`src/rtl/ctrl_link_pkg.sv`:
```
`default_nettype none
// ============================================================================
// Module   : ctrl_link_pkg
// Brief    : Shared constants, FSM state type and the serial CRC-8 step for
//            the control-word SPI receive link.
// Revision : 1.0 - initial release
// ============================================================================
package ctrl_link_pkg;

    localparam int                 WORD_W     = 16;
    localparam int                 CRC_W      = 8;
    localparam logic [CRC_W-1:0]   CRC_POLY   = 8'h07;
    localparam logic [WORD_W-1:0]  SAFE_WORD  = 16'h0000;
    localparam int                 FRAME_BITS = 24;

    // Bit counter must hold FRAME_BITS+1 so over-long frames are visible.
    localparam int                     BIT_CNT_W     = 5;
    localparam logic [BIT_CNT_W-1:0]   BIT_CNT_SAT   = 5'd25;
    localparam logic [BIT_CNT_W-1:0]   BIT_CNT_FRAME = 5'(FRAME_BITS);
    localparam logic [BIT_CNT_W-1:0]   BIT_CNT_WORD  = 5'(WORD_W);

    typedef enum logic [1:0] {
        ST_WAIT_IDLE = 2'd0,
        ST_IDLE      = 2'd1,
        ST_SHIFT     = 2'd2,
        ST_CHECK     = 2'd3
    } rx_state_e;

    // One bit of an MSB-first CRC-8: init 0, no reflection, no final XOR.
    function automatic logic [CRC_W-1:0] crc8_step(input logic [CRC_W-1:0] crc,
                                                   input logic             din);
        logic fb;
        fb = crc[CRC_W-1] ^ din;
        return {crc[CRC_W-2:0], 1'b0} ^ (fb ? CRC_POLY : {CRC_W{1'b0}});
    endfunction

endpackage
`default_nettype wire

```
`src/rtl/sync_edge_det.sv`:
```
`default_nettype none
// ============================================================================
// Module   : sync_edge_det
// Brief    : Multi-flop synchroniser for one asynchronous input, with
//            rise/fall strobes derived from the synchronised level.
// Revision : 1.0 - initial release
// ============================================================================
module sync_edge_det #(
    parameter int   SYNC_STAGES = 2,
    parameter logic RESET_VAL   = 1'b0
) (
    input  logic clk,
    input  logic rst_n,
    input  logic din,
    output logic level,
    output logic rise,
    output logic fall
);

    logic [SYNC_STAGES-1:0] sync_d;
    logic [SYNC_STAGES-1:0] sync_q;
    logic                   prev_d;
    logic                   prev_q;

    // Shift the raw input along the synchroniser chain; remember last level.
    always_comb begin
        sync_d[0] = din;
        for (int i = 1; i < SYNC_STAGES; i++) begin
            sync_d[i] = sync_q[i-1];
        end
        prev_d = sync_q[SYNC_STAGES-1];
    end

    // Chain and edge-history flops; RESET_VAL avoids a false edge after reset.
    always_ff @(posedge clk or negedge rst_n) begin
        if (!rst_n) begin
            sync_q <= {SYNC_STAGES{RESET_VAL}};
            prev_q <= RESET_VAL;
        end else begin
            sync_q <= sync_d;
            prev_q <= prev_d;
        end
    end

    assign level = sync_q[SYNC_STAGES-1];
    assign rise  = level & ~prev_q;
    assign fall  = ~level & prev_q;

endmodule
`default_nettype wire

```
`src/rtl/ctrl_word_spi_rx.sv`:
```
`default_nettype none
// ============================================================================
// Module   : ctrl_word_spi_rx
// Brief    : Mode-0 SPI slave receiving 16-bit control word + CRC-8 frames,
//            with a link watchdog that forces a safe word on timeout.
// Revision : 1.0 - initial release
// ============================================================================
module ctrl_word_spi_rx
    import ctrl_link_pkg::*;
#(
    parameter int TIMEOUT_CYC = 20000,
    parameter int SYNC_STAGES = 2
) (
    input  logic              clk,
    input  logic              rst_n,
    input  logic              spi_sclk,
    input  logic              spi_mosi,
    input  logic              spi_cs_n,
    output logic [WORD_W-1:0] word_out,
    output logic              word_valid,
    output logic              crc_err,
    output logic              frame_err,
    output logic              link_lost
);

    localparam int              WD_W   = $clog2(TIMEOUT_CYC + 1);
    localparam logic [WD_W-1:0] WD_MAX = WD_W'(TIMEOUT_CYC);

    // ------------------------------------------------------------------
    // Input conditioning
    // ------------------------------------------------------------------
    logic sclk_lvl;
    logic sclk_rise;
    logic sclk_fall;
    logic cs_lvl;
    logic cs_rise;
    logic cs_fall;
    logic unused_sync;

    sync_edge_det #(
        .SYNC_STAGES (SYNC_STAGES),
        .RESET_VAL   (1'b0)
    ) u_sync_sclk (
        .clk   (clk),
        .rst_n (rst_n),
        .din   (spi_sclk),
        .level (sclk_lvl),
        .rise  (sclk_rise),
        .fall  (sclk_fall)
    );

    // cs_n resets to "selected" so a frame already running at reset is
    // never mistaken for idle before the real line level has propagated.
    sync_edge_det #(
        .SYNC_STAGES (SYNC_STAGES),
        .RESET_VAL   (1'b0)
    ) u_sync_cs (
        .clk   (clk),
        .rst_n (rst_n),
        .din   (spi_cs_n),
        .level (cs_lvl),
        .rise  (cs_rise),
        .fall  (cs_fall)
    );

    assign unused_sync = sclk_lvl ^ sclk_fall;

    // mosi shares the sclk chain depth so data aligns with the detected rise.
    logic [SYNC_STAGES-1:0] mosi_sync_d;
    logic [SYNC_STAGES-1:0] mosi_sync_q;
    logic                   mosi_s;

    // Advance the mosi synchroniser chain.
    always_comb begin
        mosi_sync_d[0] = spi_mosi;
        for (int i = 1; i < SYNC_STAGES; i++) begin
            mosi_sync_d[i] = mosi_sync_q[i-1];
        end
    end

    assign mosi_s = mosi_sync_q[SYNC_STAGES-1];

    // ------------------------------------------------------------------
    // FSM, shift/CRC datapath and watchdog
    // ------------------------------------------------------------------
    rx_state_e                 state_d,      state_q;
    logic [BIT_CNT_W-1:0]      bit_cnt_d,    bit_cnt_q;
    logic [FRAME_BITS-1:0]     shift_reg_d,  shift_reg_q;
    logic [CRC_W-1:0]          crc_d,        crc_q;
    logic [WORD_W-1:0]         word_out_d,   word_out_q;
    logic                      word_valid_d, word_valid_q;
    logic                      crc_err_d,    crc_err_q;
    logic                      frame_err_d,  frame_err_q;
    logic                      link_lost_d,  link_lost_q;
    logic [WD_W-1:0]           wd_cnt_d,     wd_cnt_q;
    logic                      frame_ok;

    // Next-state logic for the receiver, its datapath and the watchdog.
    always_comb begin
        state_d      = state_q;
        bit_cnt_d    = bit_cnt_q;
        shift_reg_d  = shift_reg_q;
        crc_d        = crc_q;
        word_out_d   = word_out_q;
        word_valid_d = 1'b0;
        crc_err_d    = 1'b0;
        frame_err_d  = 1'b0;
        link_lost_d  = link_lost_q;
        frame_ok     = 1'b0;
        wd_cnt_d     = (wd_cnt_q == WD_MAX) ? wd_cnt_q : wd_cnt_q + WD_W'(1);

        case (state_q)
            ST_WAIT_IDLE: begin
                if (cs_lvl) begin
                    state_d = ST_IDLE;
                end
            end
            ST_IDLE: begin
                if (cs_fall) begin
                    bit_cnt_d   = '0;
                    shift_reg_d = '0;
                    crc_d       = '0;
                    state_d     = ST_SHIFT;
                end
            end
            ST_SHIFT: begin
                // End of frame takes priority over a coincident sclk rise.
                if (cs_rise) begin
                    state_d = ST_CHECK;
                end else if (sclk_rise) begin
                    if (bit_cnt_q < BIT_CNT_FRAME) begin
                        shift_reg_d = {shift_reg_q[FRAME_BITS-2:0], mosi_s};
                    end
                    if (bit_cnt_q < BIT_CNT_WORD) begin
                        crc_d = crc8_step(crc_q, mosi_s);
                    end
                    if (bit_cnt_q != BIT_CNT_SAT) begin
                        bit_cnt_d = bit_cnt_q + BIT_CNT_W'(1);
                    end
                end
            end
            ST_CHECK: begin
                state_d = ST_IDLE;
                if (bit_cnt_q != BIT_CNT_FRAME) begin
                    frame_err_d = 1'b1;
                end else if (crc_q == shift_reg_q[CRC_W-1:0]) begin
                    frame_ok = 1'b1;
                end else begin
                    crc_err_d = 1'b1;
                end
            end
            default: begin
                state_d = ST_WAIT_IDLE;
            end
        endcase

        // A valid frame on the expiry cycle beats the watchdog.
        if (frame_ok) begin
            word_out_d   = shift_reg_q[FRAME_BITS-1:CRC_W];
            word_valid_d = 1'b1;
            link_lost_d  = 1'b0;
            wd_cnt_d     = '0;
        end else if (wd_cnt_d == WD_MAX) begin
            link_lost_d  = 1'b1;
            word_out_d   = SAFE_WORD;
        end
    end

    // State and output registers; reset parks the link in the safe state.
    always_ff @(posedge clk or negedge rst_n) begin
        if (!rst_n) begin
            state_q      <= ST_WAIT_IDLE;
            bit_cnt_q    <= '0;
            shift_reg_q  <= '0;
            crc_q        <= '0;
            word_out_q   <= SAFE_WORD;
            word_valid_q <= 1'b0;
            crc_err_q    <= 1'b0;
            frame_err_q  <= 1'b0;
            link_lost_q  <= 1'b1;
            wd_cnt_q     <= '0;
            mosi_sync_q  <= '0;
        end else begin
            state_q      <= state_d;
            bit_cnt_q    <= bit_cnt_d;
            shift_reg_q  <= shift_reg_d;
            crc_q        <= crc_d;
            word_out_q   <= word_out_d;
            word_valid_q <= word_valid_d;
            crc_err_q    <= crc_err_d;
            frame_err_q  <= frame_err_d;
            link_lost_q  <= link_lost_d;
            wd_cnt_q     <= wd_cnt_d;
            mosi_sync_q  <= mosi_sync_d;
        end
    end

    assign word_out   = word_out_q;
    assign word_valid = word_valid_q;
    assign crc_err    = crc_err_q;
    assign frame_err  = frame_err_q;
    assign link_lost  = link_lost_q;

endmodule
`default_nettype wire

```
`config.mk`:
```
export PLATFORM = sky130hd
export DESIGN_NAME = ctrl_word_spi_rx
export DESIGN_NICKNAME = d
export VERILOG_FILES = /design/src/rtl/ctrl_link_pkg.sv /design/src/rtl/sync_edge_det.sv /design/src/rtl/ctrl_word_spi_rx.sv
export SDC_FILE = /design/constraint.sdc
export NUM_CORES = 1
export LEC_CHECK = 0
export CORE_UTILIZATION = 40
export DETAILED_ROUTE_END_ITERATION = 7
export GPL_TIMING_DRIVEN = 0
export SLEW_MARGIN = 20
export SYNTH_ARGS = -nofsm -noshare
export SYNTH_HDL_FRONTEND = slang
export SYNTH_SLANG_ARGS = --single-unit
```
`constraint.sdc`:
```
create_clock -name clk -period 7.3 [get_ports clk]
set_clock_uncertainty 0.15 [all_clocks]
set_input_delay 0.73 -clock clk [delete_from_list [all_inputs] [get_ports clk]]
set_output_delay 0.73 -clock clk [all_outputs]
set_load 0.1 [all_outputs]
```
==> results of run 1 <==
-- worst max-delay path: cells and delay by family, from the launching register on --
family | cells | cell delay (ns)
flops | 1 | 0.46
compound gates | 4 | 1.53
buf+inv | 2 | 0.55
fa+ha+maj | 1 | 0.21
simple gates | 1 | 0.44
-- worst paths after layout --
kind | from | endpoint | slack (ns) | cells after the start
max | wd_cnt_q[1] | word_out[13] | 3.84 | 8
min | u_sync_sclk.sync_q[0] | u_sync_sclk.sync_q[1] | 0.20 | 0
max reg2reg | wd_cnt_q[1] | word_out[13] | 3.84 | 8
min reg2reg | u_sync_sclk.sync_q[0] | u_sync_sclk.sync_q[1] | 0.20 | 0
max in group asynchronous | rst_n | link_lost | 6.09 | 2
min in group asynchronous | rst_n | word_out[10] | 0.23 | 1
-- routing by layer --
layer	vias up	routed length, um	track usage
li1	1373	-	-
met1	1346	3920	0.237
met2	37	3630	0.269
met3	9	205	0.0335
met4	0	128	0.0725
met5	-	0	0
-- cell type report --
type                    count  share of cell area
flip-flops and latches     82               0.445
repair buffers             25              0.0559
well taps                 133              0.0361
multi-input cells         238               0.377
clock buffers              11              0.0285
plain buffers              23              0.0212
clock inverters             5              0.0119
inverters                  29              0.0236
-- cell families (layout without fill, tap and decap cells) --
family / after synthesis / in the layout / share of synthesized area
simple gates: 98 / 98 / 0.132
flops: 82 / 82 / 0.513
compound gates: 68 / 68 / 0.124
buf+inv: 52 / 93 / 0.0516
mux: 38 / 38 / 0.0954
xor+xnor: 24 / 24 / 0.0526
fa+ha+maj: 10 / 10 / 0.0307
-- cells in the final DEF, fill, tap and decap left out, drive strengths merged, types with 6 or more instances in the layout --
cell type / synthesis / layout
dfrtp: 81 / 81
mux2i: 37 / 37
clkbuf: 19 / 30
inv: 29 / 29
nand2: 28 / 28
a21oi: 23 / 23
clkdlybuf4s50: 0 / 23
nor2: 22 / 22
xnor2: 18 / 18
a21o: 16 / 16
a2111oi: 15 / 15
nand3: 9 / 9
ha: 9 / 9
nand4: 7 / 7
xor2: 6 / 6
buf: 4 / 6
-- metrics by stage --
stage / util / std cells / setup slack, ns
detailed placement: 0.455 / 530 / 3.88
floorplan: - / 372 / 4.47
CTS: 0.474 / 546 / 3.87
finish: 0.474 / 546 / 3.84
global placement: 0.453 / 529 / 2.27
global route: 0.474 / 546 / 3.61
-- power by group --
group	total (W)	leakage (nW)	switching [W]	internal, W
sequential	0.000497	1.10	0.0000182	0.000479
clock	0.000321	0.0893	0.000164	0.000157
combinational	0.000220	0.957	0.000143	0.0000774
total	0.00104	2.15	0.000325	0.000714
-- registers in the layout (all words and copies together), names as in the netlist, 2 cells and up --
name	flops
u_sync_cs.sync_q	2
bit_cnt_q	5
crc_q	8
word_out	16
shift_reg_q	24
u_sync_sclk.sync_q	2
state_q	2
wd_cnt_q	15
mosi_sync_q	2
==> results.md, run 1 <==
* Cell Area, Synth at 0.00400 sq mm
* CTS tree: done
* Ports at 25
* Most instantiated cells after synthesis: dfrtp_1, mux2i_1, inv_1
* FF/Latch Area at about 0.0021 sq mm
* DRT iter0 DRCs at 90
* Total track usage at 0.173
* Cell variety after synth at 49
* CP peak stage delay at ~0.94 ns
* Synth-to-Final Area Change at 15.3%
* Clock Tree Buf Depth at 2
* Hold Slack at approximately 0.2 ns
* Worst vdd ir at between 0.00008 and 0.00009 V
* Wire length per cell at around 14 um
* Crit start category: flip-flop
* GRT overflow at 0
* Seq cells post-synth at just over 80
* DIE AREA at around 0.010 sq mm
* Core area at 0.00973 sq mm
* Multi-input combinational cell area at 0.00174 sq mm
* Crit Path Category: flip-flop to flip-flop
* Top-count cell post-synth: dfrtp_1
* H-tree lvl count at 3
* Status: completed
* Placer congestion estimate at approximately 0.8
* Clock Root Buffer: clkbuf_8
* CTS Sinks at approximately 80
* Crit-path most repeated cell: buf_2
* Chip height at about 100 um
* DR vias at around 2800
* Worst Path Required at about 7.4 ns
* Synth area leader: dfrtp_1
* Async SR Flop Fraction at 1.00
* Vias in the first global route at 2740
* Synth warnings at 0
* Worst Tran Pin Value at about 1.1 ns
* Placed Instance Area at 0.00442 sq mm
* Pwr Total at slightly above 0.001 W
* Layout fillers at around 920
* Hold Fails Final Rpt at 0
* Initial antenna violation count at 0
* Clk slew on worst S/H paths at 0.09 ns
* Worst Setup End Kind: flip-flop
* PwrDens at about 230 mW/mm^2
* Cell area after layout at about 0.0046 sq mm
* Largest net degree at the start of global routing at between 40 and 50
* Drt first pass iters at 5
* Ant diodes at 0
* Overall routed net length at between 7 and 8 mm
* Slew margin rel. at 0.265
* RSZ-0062 raised after global routing: no
* FP Rows at 36
* Max Slew Vio Count at 0
* HP Class: flip-flop to flip-flop
* Post-synth EDFFs at 0
* Clock period minus worst slack at 3.46 ns
* Layout cells sized above 1 at 0.0872
* DRC viols at 0
* Fmax at around 290 MHz
* Nets at ~420
* PostCTS Resize Cnt at 0
* Dominant synthesized flop cell: dfrtp_1
* CP max FO at 10
* First-pass GRT wire length at 13.7 mm
* CP Data Arrival Time at roughly 3.5 ns
* Synthesized Nets at 386
* Yosys top cell area share at 0.507
* Starting Density at 0.411
* Mapped Cells at ~370
* Dpl hpwl at ~5.4 mm
* Final ANT Viol Nets at 0
* CTS hold repair buffers at 0
* Post-synthesis sequential area ratio at 0.513
* Top cells by area, synth: dfrtp_1, mux2i_1, xnor2_1
* Post-DR vias/cell at 5.06
* Setup-failing EPs final at 0
* Final TNS setup at 0 ns
* Inserted Clock Buffers at 9
* # port buffers at 24
* Clock insertion delay at the later pin of the skew report at between 0.3 and 0.4 ns
* Final worst path period share at 0.474
* Maxcap violations at 0
* Synthesized area per cell at around 11 sq um
* Critical path, cell by cell: ha_1, buf_2, or3b_2, a2111oi_0, a31oi_1, a2111oi_2, buf_2, a21oi_1
* CP max stage cell: a2111oi_2
* Post-CTS setup buffer count at 0
* Static leakage at between 2 and 2.5 nW
* Die W at approximately 100 um
(Power assumes the default switching activity.)
==> inputs of run 2 (changes only) <==
Clock period 7.3 ns to 3 ns, I/O delays scaled along.
==> results.md, run 2 (synthesized netlist as in run 1, its figures left out) <==
* CTS Sinks at 82 (unchanged)
* Most common cell after layout, fill and taps aside: dfrtp_1
* Layout cells sized above 1 at 0.0983 (+0.0112)
* Post-DR vias/cell at 5.06 (about the same)
* Largest net degree at the start of global routing at 49 (unchanged)
* DRC viols at 0 (unchanged)
* CP Data Arrival Time at 2.89 ns (-0.65 ns)
* Fmax at 357 MHz (+24%)
* # port buffers at 24 (unchanged)
* Die W at 102 um (unchanged)
* Drt first pass iters at 4 (-1)
* Inserted Clock Buffers at 9 (unchanged)
* Final Util at 0.479 (+0.00553)
* Hold Fails Final Rpt at 0 (unchanged)
* Ports at 25 (unchanged)
* DIE AREA at 0.0104 sq mm (unchanged)
* RSZ-0062 raised after global routing: no
* Crit start category: flip-flop
* Final worst path period share at 0.933 (+0.459)
* Synth-to-Final Area Change at 16.6%
* HP Class: flip-flop to flip-flop
* Final WS setup at 0.200 ns (-3.64 ns)
* Clock period minus worst slack at 2.80 ns (-0.659 ns)
* Vias in the first global route at 2772 (+1.2%)
* Worst Tran Pin Value at 0.970 ns (-0.130 ns)
* Commonest non-fill, non-tap cells in the layout: dfrtp_1, mux2i_1, inv_1
* Ant diodes at 0 (unchanged)
* Pre-CTS WS at -0.424 ns (-4.30 ns)
* Dpl hpwl at 5.35 mm (unchanged)
* Clock Root Buffer: clkbuf_8
* Initial antenna violation count at 0 (unchanged)
* GRT overflow at 0 (unchanged)
* First-pass GRT wire length at 13.8 mm (+0.76%)
* Worst vdd ir at 0.000195 V (+140%)
* Starting Density at 0.411 (unchanged)
* DR vias at 2784 (+0.69%)
* FP Rows at 36 (unchanged)
* PwrDens at 544 mW/mm^2 (+140%)
* Nets at 426 (+0.95%)
* Total track usage at 0.174 (+0.00133)
* Clock Tree Buf Depth at 2 (unchanged)
* Chip height at 102 um (unchanged)
* Crit Path Category: flip-flop to flip-flop
* Worst Path Required at 3.09 ns (-4.29 ns)
* Final TNS setup at 0 ns (unchanged)
* Slew margin rel. at 0.352 (+0.0864)
* Clock insertion delay at the later pin of the skew report at 0.36 ns (about the same)
* Setup-failing EPs final at 0 (unchanged)
* Max Slew Vio Count at 0 (unchanged)
* Worst Setup End Kind: flip-flop
* Maxcap violations at 0 (unchanged)
* Clk slew on worst S/H paths at 0.09 ns (about the same)
* Final ANT Viol Nets at 0 (unchanged)
* Core area at 0.00973 sq mm (unchanged)
* H-tree lvl count at 3 (unchanged)
* Wire length per cell at 14.4 um (about the same)
* Largest Register: shift_reg_q
* CTS tree: done
* Status: completed
* Placer congestion estimate at 0.804 (unchanged)
* Max FFs per register at 24 (unchanged)
* Static leakage at 2.17 nW (+1.3%)
* CP max FO at 10 (unchanged)
* DRT iter0 DRCs at 110 (+22%)
* Overall routed net length at 7.94 mm (+0.72%)
-- run 2: changes by cell type in the layout (fill, tap and decap cells not counted), sizes merged --
cell         change
clkbuf           +1
dlygate4sd3      +1
buf              +2
-- run 2: path summary, 6_finish.rpt --
check                      slack, ns  depth (start not counted)             startpoint                     to
setup / recovery                0.20                          8            wd_cnt_q[1]            word_out[0]
max in group asynchronous       1.68                          3                  rst_n              link_lost
hold reg to reg                 0.20                          0  u_sync_sclk.sync_q[0]  u_sync_sclk.sync_q[1]
min in group asynchronous       0.35                          2                  rst_n           word_out[10]
hold / removal                  0.20                          0  u_sync_sclk.sync_q[0]  u_sync_sclk.sync_q[1]
setup reg to reg                0.20                          8            wd_cnt_q[1]            word_out[0]
-- run 2: area by class of cell --
class | instances | area (sq um)
multi-input cells | 238 | 1760
well taps | 133 | 166
clock inverters | 5 | 55.1
clock buffers | 11 | 131
plain buffers | 23 | 100
fillers | 913 | 5070
repair buffers | 29 | 290
flip-flops and latches | 82 | 2050
inverters | 29 | 109
-- run 2: where the power goes --
group | internal (W) | switching [W]
combinational | 0.000190 | 0.000356
clock | 0.000382 | 0.000398
sequential | 0.00117 | 0.0000444
total | 0.00174 | 0.000799
-- run 2: what timing repair did --
action | 4_1_cts | 5_1_grt
hold buffers | 1 | 0
endpoints found under the setup margin | 17 | 21
buffers inserted | 3 | 0
pin swaps | 2 | 0
hold endpoints to repair | 47 | 0
resized for setup | 1 | 5
-- run 2: worst max-delay path: stages, from the launching register on --
cell       delay [ns]
dfrtp_1          0.48
ha_1             0.18
buf_2            0.20
nand3_1          0.15
or4_4            0.46
or3_4            0.40
a2111oi_4        0.38
buf_4            0.21
a21oi_1          0.07
-- run 2: routing by layer --
layer / share of wire / global-route usage / vias to the layer above
met2: 0.46 / 0.274 / 39
met4: 0.018 / 0.0725 / 0
met5: 0 / 0 / -
met1: 0.49 / 0.237 / 1358
met3: 0.028 / 0.0335 / 10
li1: - / - / 1377
-- run 2: stage by stage --
step / std cells / hold slack (ns) / total power [W] / area [sq um]
3_5_place_dp: 530 / 0.185 / 0.00177 / 4420
5_1_grt: 550 / 0.199 / 0.00270 / 4660
3_3_place_gp: 529 / 0.183 / 0.00176 / 4410
2_1_floorplan: 372 / -0.146 / 0.00162 / 4000
6_report: 550 / 0.204 / 0.00254 / 4660
4_1_cts: 550 / 0.205 / 0.00256 / 4650
==> inputs of run 3 (changes only) <==
Settings changed: GPL_TIMING_DRIVEN 0 to not set.
==> results.md, run 3 (synthesized netlist as in run 1, its figures left out) <==
* Setup-failing EPs final at 0 (unchanged)
* HP Class: flip-flop to flip-flop
* DRC viols at 0 (unchanged)
* CP max FO at 12 (+2)
* Initial antenna violation count at 0 (unchanged)
* Final worst path period share at 0.925 (-0.00861)
* Worst Path Required at 3.09 ns (about the same)
* Status: completed
* Most common cell after layout, fill and taps aside: dfrtp_1
* Post-DR vias/cell at 5.11 (+0.88%)
* FF/Latch Area at 0.00205 sq mm (unchanged)
* Ports at 25 (unchanged)
* Crit start category: flip-flop
* Final TNS setup at 0 ns (unchanged)
* Maxcap violations at 0 (unchanged)
* RSZ-0062 raised after global routing: no
* Routed length on met3 at 222 um (unchanged)
* DRT met1 WL at 3.89 mm (-0.89%)
* Ant diodes at 0 (unchanged)
* Overall routed net length at 7.83 mm (-1.4%)
* CP peak stage delay at 0.47 ns (about the same)
* Static leakage at 2.23 nW (+2.5%)
* Largest net degree at the start of global routing at 83 (+69%)
* PostCTS Resize Cnt at 0 (-1)
* Finished Layout Cells at 536 (-2.5%)
* Die W at 102 um (unchanged)
* CP max stage cell: dfrtp_1
* Clock period minus worst slack at 2.77 ns (-0.0258 ns)
* Hold Path Depth at 0 (unchanged)
* Nets at 412 (-3.3%)
* Vias in the first global route at 2631 (-5.1%)
* First-pass GRT wire length at 12.9 mm (-6.0%)
* CTS Sinks at 82 (unchanged)
* PwrDens at 572 mW/mm^2 (+5.1%)
* Layout fillers at 953 (+4.4%)
* Worst Setup End Kind: flip-flop
* DR vias at 2737 (-1.7%)
* Clock Tree Buf Depth at 2 (unchanged)
* Clk slew on worst S/H paths at 0.08 ns (about the same)
* Multi-input combinational cell area at 0.00175 sq mm (-0.71%)
* Worst Tran Pin Value at 0.750 ns (-0.219 ns)
* Drt first pass iters at 4 (unchanged)
* Critical path, cell by cell: ha_1, or3b_2, a2111oi_0, a31oi_1, a2111oi_2, buf_4, a21oi_1
* Clock Root Buffer: clkbuf_8
* Slew margin rel. at 0.500 (+0.148)
* GRT overflow at 0 (unchanged)
* Layout cells sized above 1 at 0.161 (+0.0630)
* Top routing layer used: met4
* Fmax at 361 MHz (+0.93%)
* CTS tree: done
* Hold Fails Final Rpt at 0 (unchanged)
* Core area at 0.00973 sq mm (unchanged)
* Worst Reg-to-Reg Cells at 7 (-1)
* Worst vdd ir at 0.000282 V (+44%)
* H-tree lvl count at 3 (unchanged)
* DRT iter0 DRCs at 66 (-40%)
* Inserted Clock Buffers at 9 (unchanged)
* DIE AREA at 0.0104 sq mm (unchanged)
* Placed cell count at 519 (-2.1%)
* Max Slew Vio Count at 0 (unchanged)
* Clock insertion delay at the later pin of the skew report at 0.35 ns (about the same)
* Crit Path Category: flip-flop to flip-flop
* Largest Register: shift_reg_q
* Starting Density at 0.411 (unchanged)
* Placer congestion estimate at 0.820 (+2.1%)
* Synth-to-Final Area Change at 15.1%
* Met2 WL at 3.61 mm (-0.80%)
* Final ANT Viol Nets at 0 (unchanged)
* Dpl hpwl at 5.13 mm (-4.2%)
* Wire length per cell at 14.6 um (+1.2%)
* FP Rows at 36 (unchanged)
* Chip height at 102 um (unchanged)
* CP Data Arrival Time at 2.86 ns (-0.03 ns)
* Total track usage at 0.162 (-0.0121)
* Commonest non-fill, non-tap cells in the layout: dfrtp_1, mux2i_1, buf_4
* Max FFs per register at 24 (unchanged)
* # port buffers at 24 (unchanged)
run 3: report_power, final:
group	switching [W]	internal, W	leakage, nW
Clock	0.000404	0.000470	0.103
Sequential	0.0000440	0.00117	1.10
Combinational	0.000349	0.000198	1.02
run 3: critical path, delay by kind of cell (launching register included):
family	cells	cell delay, ns
flip-flops	1	0.47
adder cells (fa/ha/maj)	1	0.30
buffers and inverters	1	0.27
AO/OA/AOI/OAI	4	1.04
AND/OR/NAND/NOR	1	0.45
run 3: timing repair:
| item | 4_1_cts | 5_1_grt |
|---|---|---|
| hold endpoints to repair | 0 | 81 |
| buffers inserted | 0 | 0 |
| hold buffers | 0 | 1 |
run 3: cell type report:
class                           count  share of cell area
Sequential cell                    82               0.446
Clock buffer                       10              0.0277
Multi-Input combinational cell    238               0.379
Clock inverter                      6              0.0193
Timing Repair Buffer               38              0.0677
Inverter                           29              0.0237
Tap cell                          133              0.0362
run 3: worst paths after layout:
path	start	end	slack (ns)
hold / removal	mosi_sync_q[0]	mosi_sync_q[1]	0.20
max in group asynchronous	rst_n	crc_q[0]	1.77
min in group asynchronous	rst_n	frame_err	0.42
setup reg to reg	wd_cnt_q[0]	word_out[7]	0.23
setup / recovery	wd_cnt_q[0]	word_out[7]	0.23
hold reg to reg	mosi_sync_q[0]	mosi_sync_q[1]	0.20
run 3: metrics by stage:
step	total power (W)	setup WS, ns	utilization	hold WS, ns	cell area, sq um
CTS	0.00267	0.205	0.472	0.0145	4590
global route	0.00278	0.0723	0.473	0.206	4600
detailed placement	0.00179	0.232	0.449	0.191	4370
floorplan	0.00162	0.169	-	-0.146	4000
finish	0.00263	0.226	0.473	0.204	4600
global placement	0.00177	0.314	0.449	0.184	4370
run 3: routing by layer:
metal / up-vias / GRT usage
li1: 1342 / -
met5: - / 0
met2: 32 / 0.249
met3: 9 / 0.0438
met4: 0 / 0.0560
met1: 1354 / 0.222
